==> src/rtl/pll_reconfig_sequencer.sv <==
// Avalon-MM sequencer that programs one PLL reconfig slave from a local op table.
// Define PLL_RECONFIG_STATUS_POLL_EN to poll status (address 1) after the start write.
module pll_reconfig_sequencer #(
    parameter int NUM_CH       = 2,
    parameter int ADDR_W       = 6,
    parameter int DATA_W       = 32,
    parameter int TBL_DEPTH    = 16,
    parameter int MODE_ADDR    = 0,
    parameter int START_ADDR   = 2,
    parameter int TIMEOUT      = 65535,
    parameter int LOCK_HOLDOFF = 16,
    localparam int TBL_AW = $clog2(TBL_DEPTH),
    localparam int CH_W   = (NUM_CH > 1) ? $clog2(NUM_CH) : 1
) (
    input  logic                       clk_clk,
    input  logic                       reset_reset,
    input  logic                       tbl_wr_en,
    input  logic [TBL_AW-1:0]          tbl_wr_addr,
    input  logic [ADDR_W+DATA_W-1:0]   tbl_wr_data,
    input  logic                       start,
    input  logic [CH_W-1:0]            ch_sel,
    input  logic [TBL_AW:0]            num_ops,
    output logic                       busy,
    output logic                       done,
    output logic                       error,
    output logic [1:0]                 err_code,
    output logic [ADDR_W-1:0]          mgmt_address,
    output logic [DATA_W-1:0]          mgmt_writedata,
    output logic [NUM_CH-1:0]          mgmt_write,
    output logic [NUM_CH-1:0]          mgmt_read,
    input  logic [NUM_CH*DATA_W-1:0]   mgmt_readdata,
    input  logic [NUM_CH-1:0]          mgmt_waitrequest,
    input  logic [NUM_CH-1:0]          pll_locked
);

    localparam int TMR_MAX = (TIMEOUT > LOCK_HOLDOFF) ? TIMEOUT : LOCK_HOLDOFF;
    localparam int TMR_W   = $clog2(TMR_MAX + 2);

    typedef enum logic [2:0] {IDLE, MODE, PROG, STRT, POLL, HOLD, LOCK} state_t;

    state_t state, state_d;

    logic [ADDR_W+DATA_W-1:0] tbl [TBL_DEPTH];
    logic [ADDR_W+DATA_W-1:0] tbl_q;
    logic [CH_W-1:0]          ch;
    logic [TBL_AW:0]          ops, op_idx;
    logic [TMR_W-1:0]         tmr;
    logic                     stb, stb_d, lk_seen;
    logic                     sel_wait, locked, ch_ok, ops_left;
    logic                     xfer_done, tmr_exp, fail, finish;
    logic [1:0]               fail_code;
    logic                     unused_rd;

    assign unused_rd = ^mgmt_readdata;
    assign sel_wait  = mgmt_waitrequest[ch];
    assign locked    = pll_locked[ch];
    assign ch_ok     = 32'(ch_sel) < NUM_CH;
    assign ops_left  = op_idx != ops;
    assign xfer_done = stb && !sel_wait;
    assign tmr_exp   = tmr >= TMR_W'(TIMEOUT);

`ifdef PLL_RECONFIG_STATUS_POLL_EN
    logic [NUM_CH-1:0] status;
    for (genvar i = 0; i < NUM_CH; i++) begin : g_status
        assign status[i] = mgmt_readdata[i*DATA_W];
    end
`endif

    always_ff @(posedge clk_clk) begin
        if (reset_reset) state <= IDLE;
        else             state <= state_d;
    end

    always_comb begin
        state_d   = state;
        fail      = 1'b0;
        fail_code = 2'd0;
        finish    = 1'b0;
        unique case (state)
            IDLE: if (start && ch_ok) state_d = MODE;
            MODE: if (xfer_done) state_d = PROG;
            PROG: if (!stb && !ops_left) state_d = STRT;
`ifdef PLL_RECONFIG_STATUS_POLL_EN
            STRT: if (xfer_done) state_d = POLL;
            POLL: begin
                if (xfer_done && status[ch]) state_d = HOLD;
                else if (tmr_exp) begin
                    fail      = 1'b1;
                    fail_code = 2'd3;
                end
            end
`else
            STRT: if (xfer_done) state_d = HOLD;
`endif
            HOLD: if (32'(tmr) + 32'd1 >= 32'(LOCK_HOLDOFF)) state_d = LOCK;
            LOCK: begin
                if (locked && lk_seen) begin
                    state_d = IDLE;
                    finish  = 1'b1;
                end else if (tmr_exp) begin
                    fail      = 1'b1;
                    fail_code = 2'd2;
                end
            end
            default: state_d = IDLE;
        endcase
        if (stb && sel_wait && tmr_exp) begin
            fail      = 1'b1;
            fail_code = 2'd3;
        end
        if (fail) state_d = IDLE;
        // A strobe always starts from low, guaranteeing a gap between transfers.
        stb_d = 1'b0;
        if (state == IDLE)
            stb_d = (state_d == MODE);
        else if (state_d == state && state inside {MODE, PROG, STRT, POLL})
            stb_d = stb ? !xfer_done : (state != PROG || ops_left);
    end

    always_ff @(posedge clk_clk) begin
        if (reset_reset) begin
            stb      <= 1'b0;
            ch       <= '0;
            ops      <= '0;
            op_idx   <= '0;
            tmr      <= '0;
            lk_seen  <= 1'b0;
            busy     <= 1'b0;
            done     <= 1'b0;
            error    <= 1'b0;
            err_code <= 2'd0;
        end else begin
            stb     <= stb_d;
            done    <= 1'b0;
            lk_seen <= (state == LOCK) && locked;
            // Polling is bounded as a whole, so reads do not restart the timer.
            if (state == IDLE || state_d != state || (xfer_done && state != POLL))
                tmr <= '0;
            else
                tmr <= tmr + 1'b1;
            if (state == PROG && xfer_done) op_idx <= op_idx + 1'b1;
            if (state == IDLE && start) begin
                error    <= !ch_ok;
                err_code <= ch_ok ? 2'd0 : 2'd1;
                if (ch_ok) begin
                    ch     <= ch_sel;
                    ops    <= (32'(num_ops) > TBL_DEPTH) ? (TBL_AW+1)'(TBL_DEPTH) : num_ops;
                    op_idx <= '0;
                    busy   <= 1'b1;
                end
            end
            if (fail) begin
                busy     <= 1'b0;
                error    <= 1'b1;
                err_code <= fail_code;
            end
            if (finish) begin
                busy <= 1'b0;
                done <= 1'b1;
            end
        end
    end

    always_ff @(posedge clk_clk) begin
        if (tbl_wr_en && state == IDLE) tbl[tbl_wr_addr] <= tbl_wr_data;
        tbl_q <= tbl[op_idx[TBL_AW-1:0]];
    end

    always_comb begin
        mgmt_address   = '0;
        mgmt_writedata = '0;
        mgmt_write     = '0;
        mgmt_read      = '0;
        unique case (state)
            MODE: mgmt_address = ADDR_W'(MODE_ADDR);
            PROG: begin
                mgmt_address   = tbl_q[ADDR_W+DATA_W-1:DATA_W];
                mgmt_writedata = tbl_q[DATA_W-1:0];
            end
            STRT: begin
                mgmt_address   = ADDR_W'(START_ADDR);
                mgmt_writedata = DATA_W'(1);
            end
`ifdef PLL_RECONFIG_STATUS_POLL_EN
            POLL: mgmt_address = ADDR_W'(1);
`endif
            default: ;
        endcase
        for (int i = 0; i < NUM_CH; i++) begin
            if (stb && ch == CH_W'(i)) begin
                if (state == POLL) mgmt_read[i]  = 1'b1;
                else               mgmt_write[i] = 1'b1;
            end
        end
    end

endmodule

==> config.mk <==
export PLATFORM = sky130hd
export DESIGN_NAME = pll_reconfig_sequencer
export DESIGN_NICKNAME = d
export VERILOG_FILES = /design/src/rtl/pll_reconfig_sequencer.sv
export SDC_FILE = /design/constraint.sdc
export NUM_CORES = 1
export LEC_CHECK = 0
export BUFFER_PORTS_ARGS = -buffer_cell sky130_fd_sc_hd__buf_2
export CORE_MARGIN = 2
export CORE_UTILIZATION = 60
export CTS_CLUSTER_DIAMETER = 40
export DETAILED_ROUTE_END_ITERATION = 16
export HOLD_SLACK_MARGIN = 0.15
export PLACE_DENSITY = 0.79
export SETUP_SLACK_MARGIN = 0.4
export SKIP_LAST_GASP = 1
export SLEW_MARGIN = 20
export SYNTH_ARGS = -nofsm -noshare
export SYNTH_HDL_FRONTEND = slang
export SYNTH_SLANG_ARGS = --single-unit
==> constraint.sdc <==
create_clock -name clk_clk -period 9.75 [get_ports clk_clk]
set_clock_uncertainty 0.15 [all_clocks]
set_input_delay 0.975 -clock clk_clk [delete_from_list [all_inputs] [get_ports clk_clk]]
set_output_delay 0.975 -clock clk_clk [all_outputs]
set_load 0.02 [all_outputs]
==> results of run 1 <==
==> worst paths after layout <==
path                            startpoint            endpoint  slack [ns]  cells after the start
worst max-delay path              state[1]  mgmt_writedata[12]        6.02                      5
worst min-delay path                 error               error        0.33                      2
worst max register to register   op_idx[1]            tbl_q[9]        6.07                      4
worst min register to register       error               error        0.33                      2
==> cell type report <==
| cell class | count | area [um2] |
|---|---|---|
| timing repair buffer | 124 | 704 |
| multi-input combinational | 479 | 6270 |
| clock buffer | 101 | 2120 |
| tap | 585 | 732 |
| sequential | 683 | 19800 |
| antenna | 2 | 5.00 |
| fill | 2516 | 13000 |
| inverter | 4 | 15.0 |
| clock inverter | 42 | 422 |
==> kinds of logic (layout without fill, tap and decap cells) <==
| kind of cell | count (synthesis) | in the layout | synth area share, % |
|---|---|---|---|
| mux | 195 | 195 | 16.5 |
| flops | 683 | 683 | 75.4 |
| fa+ha+maj | 3 | 3 | 0.143 |
| compound gates | 63 | 63 | 1.93 |
| xor+xnor | 25 | 25 | 0.836 |
| buf+inv | 69 | 271 | 1.13 |
| simple gates | 193 | 193 | 4.03 |
| other cells | 0 | 2 | 0 |
==> critical path, delay by kind of cell, from the launching register on <==
kind                   cells  cell delay (ns)
buffers and inverters      2             0.47
flip-flops                 1             0.55
AND/OR/NAND/NOR            3             0.97
==> cell usage after synthesis, types with 7 or more instances <==
cell type	n	area, um2
a21oi_1	16	80.1
nand2b_1	12	75.1
a211oi_2	10	125
and2_1	38	238
dfxtp_1	75	1500
nand4_1	7	43.8
a211oi_1	10	75.1
nor3_1	10	50.1
mux4_2	190	4280
buf_2	11	55.1
edfxtp_1	608	18300
buf_1	7	26.3
xnor2_1	13	114
nand2_1	40	150
nor2_1	42	158
o21ai_0	8	40.0
clkbuf_1	43	161
xor2_1	12	105
nand3_1	12	60.1
==> state kept, by name, indices dropped and copies added (netlist names) <==
register	flops
tbl_q	38
tmr	17
done	1
tbl	608
lk_seen	1
err_code	1
state	3
op_idx	5
ch	1
stb	1
error	1
ops	5
busy	1
==> layout by cell type (no fill, tap or decap), drive strengths merged, types with 16 or more instances in the layout <==
cell    count
nand2      40
mux4      190
clkbuf    101
dfxtp      75
a211oi     20
nor2       42
and2       38
a21oi      16
edfxtp    608
buf       124
clkinv     23
==> per-layer routing <==
layer	GRT usage (%)	share of wire (%)
met2	42.6	51
met5	0	0.048
met4	10.1	2.7
met1	35.3	38
met3	5.07	7.8
==> report_power, final <==
part	internal, mW	switching (mW)	total, mW	leakage (nW)
sequential	3.22	0.0155	3.23	6.11
clock	1.69	1.17	2.86	1.23
combinational	0.0381	0.102	0.140	2.14
==> out/qor.yml, run 1 <==
outcome: "completed"
postLayoutCoreUtil_pct: 69.7
grt.overflow.total: 0
crit_arrival_ns: 2.61
port_buffers: 102
numClockSinks: 683
power.leakage_nw: 9.48
ir_worst_vdd_mv: 0.203
postCtsSetupBuffers: 0
antenna_left: 0
final_cells: 2020
area_growth_pct: 14.6
end_kind: "primary output"
dp.cells: 1873
maxSlewViolCount: 0
slew_headroom_pct: 30.5
critPathKind: "reg2out"
die_area_um2: 45400
tns_ns: 0
synth_cell_types: 60
slowest_delay_ns: 0.55
start_kind: "flip-flop"
gp_congestion: 0.854
placed_cell_area_um2: 27500
hp-class: "reg2reg"
required_ns: 8.63
yosysSeqAreaShare_pct: 75.4
avgSynthCellArea_um2: 21.3
cts_buffers: 79
synth_warnings: 0
min_period_ns: 3.73
slowest_stage: "dfxtp_1"
clock-root-buffer: "clkbuf_16"
whs_ns: 0.331
dp.final_hpwl_mm: 25.2
hold_buffers: 0
power.density_nw_per_um2: 208
io_pins: 167
async_reset_ff_share_pct: 0
antenna_found_initial: 4
drc: 0
first_global_vias: 13100
rsz0062_at_grt: "no"
critPathMaxFanout: 20
vias: 12900
routedWlPerCell_um: 28.1
ys_seq_elements: 683
grt_usage_pct: 26.0
clk_pin_slew_ns: 0.05
synth-edff-count: 608
clock_latency_ns: 0.60
rows: 76
fmax_ghz: 0.268
routed_via_density: 6.40
cts_tree: "built"
drt-total-wl_mm: 56.7
syn-cell-area_um2: 26200
grt_max_degree: 114
syn_nets: 1354
period_share_pct: 38.3
die_w_um: 213
drive_gt1_share_pct: 33.1
dr.pass1.iters: 7
maxCapViolCount: 0
drt_iter0_drc: 1297
final_hold_viol_count: 0
core_um2: 43100
finalSetupViolations: 0
ys.flop_type: "edfxtp_1"
cts_resized: 0
dp_slack_ns: 6.07
cts_buffer_depth: 3
grt_pass1_wl_mm: 83.7
fin_ws_ns: 6.02
htreeDepth: 3
netlist_instances: 1231
die_y_um: 213
worst_pin_slew_ns: 1.04
stdcell_area_um2: 30000
path_cells: "nand2b_1 -> nor2_4 -> buf_12 -> and2_1 -> buf_2"
fin_nets: 1494
start_util_pct: 60.8
p_total_mw: 6.24
Power figures use the tool's default switching activity.
==> inputs of run 2 (changes only) <==
CORE_UTILIZATION = 54   (was 60)
PLACE_DENSITY = 0.75   (was 0.79)
clock period = 3 ns   (was 9.75 ns; I/O delays follow)
==> run 2 against run 1 <==
Die area increased by 11%. Non-clock buffer count increased by 73. Global-route usage decreased by 2.5 points. Worst hold slack got worse by 0.19 ns. Routed wire length increased by 1.9%. Critical endpoint is now tmr[11]. Largest power group unchanged.
==> out/qor.yml, run 2 (same netlist as run 1, synthesis figures left out) <==
outcome: "completed"
finalSetupViolations: 0  # unchanged
grt.overflow.total: 0  # unchanged
grt_pass1_wl_mm: 85.9  # +2.5%
clock_latency_ns: 0.60  # about the same
min_period_ns: 2.61
crit_arrival_ns: 2.93  # +0.32 ns
cts_tree: "built"
critPathMaxFanout: 8  # -60%
layout_commonest_cell: "edfxtp_1"
antenna_found_initial: 0  # -4
gp_congestion: 0.871  # +2.0%
die_area_um2: 50300  # +11%
start_kind: "flip-flop"
reg.largest.list: "tbl x608, tbl_q x38, tmr x17"
dp.cells: 1917  # +2.3%
port_buffers: 102  # unchanged
drt-total-wl_mm: 57.8  # +1.9%
power.density_nw_per_um2: 673  # +220%
routed_via_density: 6.17  # -3.6%
final_cells: 2130  # +5.4%
area_growth_pct: 20.4
tns_ns: 0  # unchanged
clock-root-buffer: "clkbuf_16"
maxCapViolCount: 0  # unchanged
numClockSinks: 683  # unchanged
dp_slack_ns: 0.105  # -5.97 ns
antenna_left: 0  # unchanged
largest_reg_flops: 608  # unchanged
start_util_pct: 54.8  # -6.1 points
holdPathEnd: "state[1]"
ff2ff_setup_slack_ns: 0.39  # -5.68 ns
first_global_vias: 13600  # +3.5%
path_cells: "ha_4 -> nand3_2 -> or4_4 -> nor2_4 -> ha_4 -> nor2_2 -> o211ai_1 -> and2_4 -> o31a_1 -> clkbuf_16 -> a211oi_2"
period_share_pct: 87.0
fin_ws_ns: 0.391  # -5.63 ns
holdPathStages: 5  # +3
dr.pass1.iters: 5  # -2
die_y_um: 224  # +5.3%
slowest_delay_ns: 0.59  # +0.04 ns
routedWlPerCell_um: 27.1  # -3.3%
slew_headroom_pct: 30.0  # -0.44 points
r2r_start: "tmr[0]"
rsz0062_at_grt: "yes"
critPathKind: "reg2reg"
cp_top_family: "simple AND/OR/NAND/NOR gates"
postLayoutCoreUtil_pct: 65.9  # -3.8 points
end_kind: "flip-flop"
whs_ns: 0.145  # -0.187 ns
grt_max_degree: 156  # +37%
diodes: 0  # -2
rows: 80  # +5.3%
final_hold_viol_count: 0  # unchanged
cts_buffers: 82  # +3.8%
final_cell_mix: "edfxtp_1, mux4_2, buf_2"
core_um2: 47800  # +11%
clk_pin_slew_ns: 0.05  # about the same
cp.buffers_inverters: 1  # -1
fin_nets: 1572  # +5.2%
stdcell_area_um2: 31600  # +5.0%
placed_cell_area_um2: 27900  # +1.6%
drt_iter0_drc: 1405  # +8.3%
vias: 13100  # +1.7%
required_ns: 3.32  # -5.31 ns
power.leakage_nw: 10.1  # +6.1%
maxSlewViolCount: 0  # unchanged
reg2reg_depth: 11  # +7
slowest_stage: "or4_4"
p_total_mw: 21.2  # +240%
worst_pin_slew_ns: 1.05  # +0.00653 ns
drc: 0  # unchanged
hold_path_startpoint: "mgmt_waitrequest[1]"
die_w_um: 224  # +5.3%
regMostFlops: "tbl"
cts_buffer_depth: 3  # unchanged
worstReg2RegEnd: "tmr[11]"
fmax_ghz: 0.383
ir_worst_vdd_mv: 0.494  # +140%
io_pins: 167  # unchanged
dp.final_hpwl_mm: 26.3  # +4.6%
grt_usage_pct: 23.5  # -2.5 points
drive_gt1_share_pct: 35.6  # +2.4 points
timing.critical_path.mode_cell: "ha_4"
hp-class: "in2reg"
htreeDepth: 3  # unchanged
==> run 2: cell types whose count changed in the layout (fill, tap and decap cells not counted), sizes merged <==
| cell | delta |
|---|---|
| nand3 | +1 |
| inv | +9 |
| diode | -2 |
| bufinv | +5 |
| buf | +18 |
| clkinv | -6 |
| nor3 | +1 |
| clkinvlp | +3 |
| bufbuf | +1 |
| clkbuf | -3 |
| dlygate4sd3 | +53 |
==> run 2: tightest hold or removal path, stage by stage <==
cell	delay [ns]
buf_2	0.08
mux2i_2	0.12
a21oi_1	0.17
a311o_1	0.12
a21oi_1	0.06
==> run 2: worst max path at each step <==
stage	from	end	slack (ns)	depth (start not counted)
detailed placement	tmr[0]	tmr[11]	0.11	11
global placement	tmr[0]	tmr[2]	0.15	10
floorplan	state[1]	tbl[12][0]	0.21	5
finish	tmr[0]	tmr[11]	0.39	11
global route	tmr[0]	tmr[11]	0.32	11
CTS	tmr[10]	tmr[0]	0.41	10
==> run 2: report_power, final <==
| group | switching, mW | internal (mW) | leakage [nW] |
|---|---|---|---|
| clock | 3.95 | 6.20 | 1.37 |
| sequential | 0.0393 | 10.5 | 6.11 |
| combinational | 0.370 | 0.215 | 2.58 |
| total | 4.36 | 16.9 | 10.1 |
==> run 2: layout make-up <==
type | instances | area (um2)
Fill cell | 3008 | 16300
Multi-Input combinational cell | 481 | 6390
Sequential cell | 683 | 19800
Clock inverter | 53 | 628
Clock buffer | 97 | 2200
Tap cell | 615 | 769
Timing Repair Buffer | 197 | 1750
Inverter | 4 | 15.0
==> run 2: what timing repair did <==
item                                    in CTS  in global routing
pin swaps                                    4                  7
endpoints found under the hold margin      625                  0
buffers inserted                             3                  3
gates resized for setup                     20                 18
gates cloned                                 2                  2
endpoints found under the setup margin      46                 69
hold buffers                                53                  0
==> run 2: layer usage <==
metal	track usage (%)	routed length, um	part of all wire [%]	up-vias
met5	0	0	0	-
met1	31.0	22200	38	6933
met3	4.13	3770	6.5	95
li1	-	-	-	5570
met2	40.4	30600	53	549
met4	7.46	1230	2.1	0
==> inputs of run 3 (changes only) <==
CORE_UTILIZATION = 50   (was 54)
PLACE_DENSITY = 0.7   (was 0.75)
==> run 3 against run 2 <==
Fmax is 1.0% higher. Cell area is 2.9% higher. Utilization is 3.0 points lower. Largest power group is now clock. Critical endpoint is now tmr[1]. Combinational power is 7.0% higher. Highest routed layer is now met5. Routed wire length is 0.44% lower.
==> out/qor.yml, run 3 (same netlist as run 1, synthesis figures left out) <==
fmax_ghz: 0.387  # +1.0%
end_kind: "flip-flop"
worst_pin_slew_ns: 1.06  # +0.00935 ns
gp_congestion: 0.819  # -5.9%
fin_nets: 1610  # +2.4%
min_period_ns: 2.58  # -0.0258 ns
die_y_um: 233  # +3.9%
fin_ws_ns: 0.417  # +0.0258 ns
dp.cells: 1991  # +3.9%
regMostFlops: "tbl"
drive_gt1_share_pct: 37.6  # +2.0 points
reg.largest.list: "tbl x608, tbl_q x38, tmr x17"
crit_arrival_ns: 2.95  # +0.02 ns
final_cell_mix: "edfxtp_1, mux4_2, clkbuf_16"
maxSlewViolCount: 0  # unchanged
largest_reg_flops: 608  # unchanged
dp.final_hpwl_mm: 27.2  # +3.2%
timing.critical_path.mode_cell: "ha_4"
core_um2: 51600  # +7.9%
power.density_nw_per_um2: 705  # +4.7%
drt-total-wl_mm: 57.6  # -0.44%
cts_buffers: 96  # +17%
p_total_mw: 22.9  # +7.7%
grt_pass1_wl_mm: 85.2  # -0.78%
htreeDepth: 3  # unchanged
placed_cell_area_um2: 28000  # +0.44%
port_buffers: 102  # unchanged
rows: 83  # +3.8%
die_area_um2: 54300  # +7.9%
slew_headroom_pct: 29.4  # -0.62 points
die_w_um: 233  # +3.9%
stdcell_area_um2: 32500  # +2.9%
drc: 0  # unchanged
whs_ns: 0.209  # +0.0645 ns
critPathMaxFanout: 8  # unchanged
first_global_vias: 13600  # +0.18%
power.leakage_nw: 10.5  # +4.1%
critPathKind: "reg2reg"
dr.pass1.iters: 5  # unchanged
tns_ns: 0  # unchanged
vias: 13100  # -0.11%
area_growth_pct: 23.9
outcome: "completed"
clk_pin_slew_ns: 0.05  # about the same
final_cells: 2254  # +5.8%
cts_tree: "built"
antenna_left: 0  # unchanged
slowest_delay_ns: 0.57  # -0.02 ns
ff_latch_area_um2: 19800  # about the same
io_pins: 167  # unchanged
grt_usage_pct: 21.6  # -1.9 points
drt_iter0_drc: 1351  # -3.8%
slowest_stage: "or4_4"
hp-class: "in2reg"
routedWlPerCell_um: 25.5  # -5.9%
clock-root-buffer: "clkbuf_16"
path_cells: "ha_4 -> nand3_4 -> or4_4 -> nor2_4 -> ha_4 -> nor2_2 -> o211ai_1 -> and2_4 -> buf_6 -> nor4_4 -> clkbuf_16 -> a211oi_2"
multi_input_area_um2: 6390  # about the same
postLayoutCoreUtil_pct: 62.9  # -3.0 points
clock_latency_ns: 0.63  # +0.03 ns
antenna_found_initial: 4  # +4
grt_max_degree: 120  # -23%
start_util_pct: 50.8  # -4.0 points
maxCapViolCount: 0  # unchanged
period_share_pct: 86.1  # -0.86 points
rsz0062_at_grt: "yes"
grt.overflow.total: 0  # unchanged
numClockSinks: 683  # unchanged
reg2reg_depth: 12  # +1
start_kind: "flip-flop"
final_hold_viol_count: 0  # unchanged
routed_via_density: 5.83  # -5.6%
cts_buffer_depth: 3  # unchanged
dp_slack_ns: 0.0305  # -0.0747 ns
required_ns: 3.37  # +0.05 ns
nFillCells: 3415  # +14%
ir_worst_vdd_mv: 0.519  # +5.1%
layout_commonest_cell: "edfxtp_1"
holdPathStages: 5  # unchanged
finalSetupViolations: 0  # unchanged
run 3: cell types whose count changed in the layout (fill, tap and decap cells not counted), moves of 4 or more:
| cell | delta |
|---|---|
| a211oi_1 | -6 |
| a211oi_2 | +6 |
| buf_2 | -4 |
| buf_4 | +25 |
| bufinv_16 | +5 |
| clkbuf_16 | +14 |
| clkinv_2 | +6 |
| clkinv_4 | +5 |
| clkinvlp_4 | +7 |
| dfxtp_2 | -4 |
| inv_6 | -7 |
run 3: worst max-delay path, delay by kind of cell (launching register included):
kind	cells	cell delay [ns]
AND/OR/NAND/NOR	6	1.07
flip-flops	1	0.36
adder cells (fa/ha/maj)	2	0.29
AO/OA/AOI/OAI	2	0.33
buffers and inverters	2	0.29
run 3: metal layers:
layer | up-vias | part of all wire, % | track usage, %
li1 | 5654 | - | -
met4 | 2 | 1.9 | 6.81
met1 | 6882 | 41 | 29.6
met2 | 510 | 51 | 35.8
met3 | 85 | 6.3 | 3.93
met5 | - | 0.019 | 0
run 3: timing repair:
action,4_1_cts,5_1_grt
hold endpoints to repair,624,0
pin swaps,6,10
resized for setup,23,18
gates cloned,3,2
setup endpoints to repair,19,66
setup buffers,6,12
hold buffers,55,0
run 3: cell type report:
type	instances	area share [%]
well taps	680	2.62
clock buffers	113	7.85
diodes	3	0.0231
flip-flops and latches	683	60.9
repair buffers	223	6.14
clock inverters	69	2.72
inverters	4	0.0462
multi-input cells	479	19.7
run 3: path summary, 6_finish.rpt:
| kind | slack [ns] | start | to |
|---|---|---|---|
| max | 0.42 | tmr[0] | tmr[1] |
| min | 0.21 | mgmt_waitrequest[1] | busy |
| max reg2reg | 0.42 | tmr[0] | tmr[1] |
| min reg2reg | 0.33 | err_code[0] | err_code[0] |
run 3: power breakdown:
part           leakage, nW  internal [mW]  switching, mW
combinational         2.72          0.242          0.384
clock                 1.64           7.46           4.29
sequential            6.11           10.5         0.0355
total                 10.5           18.2           4.71
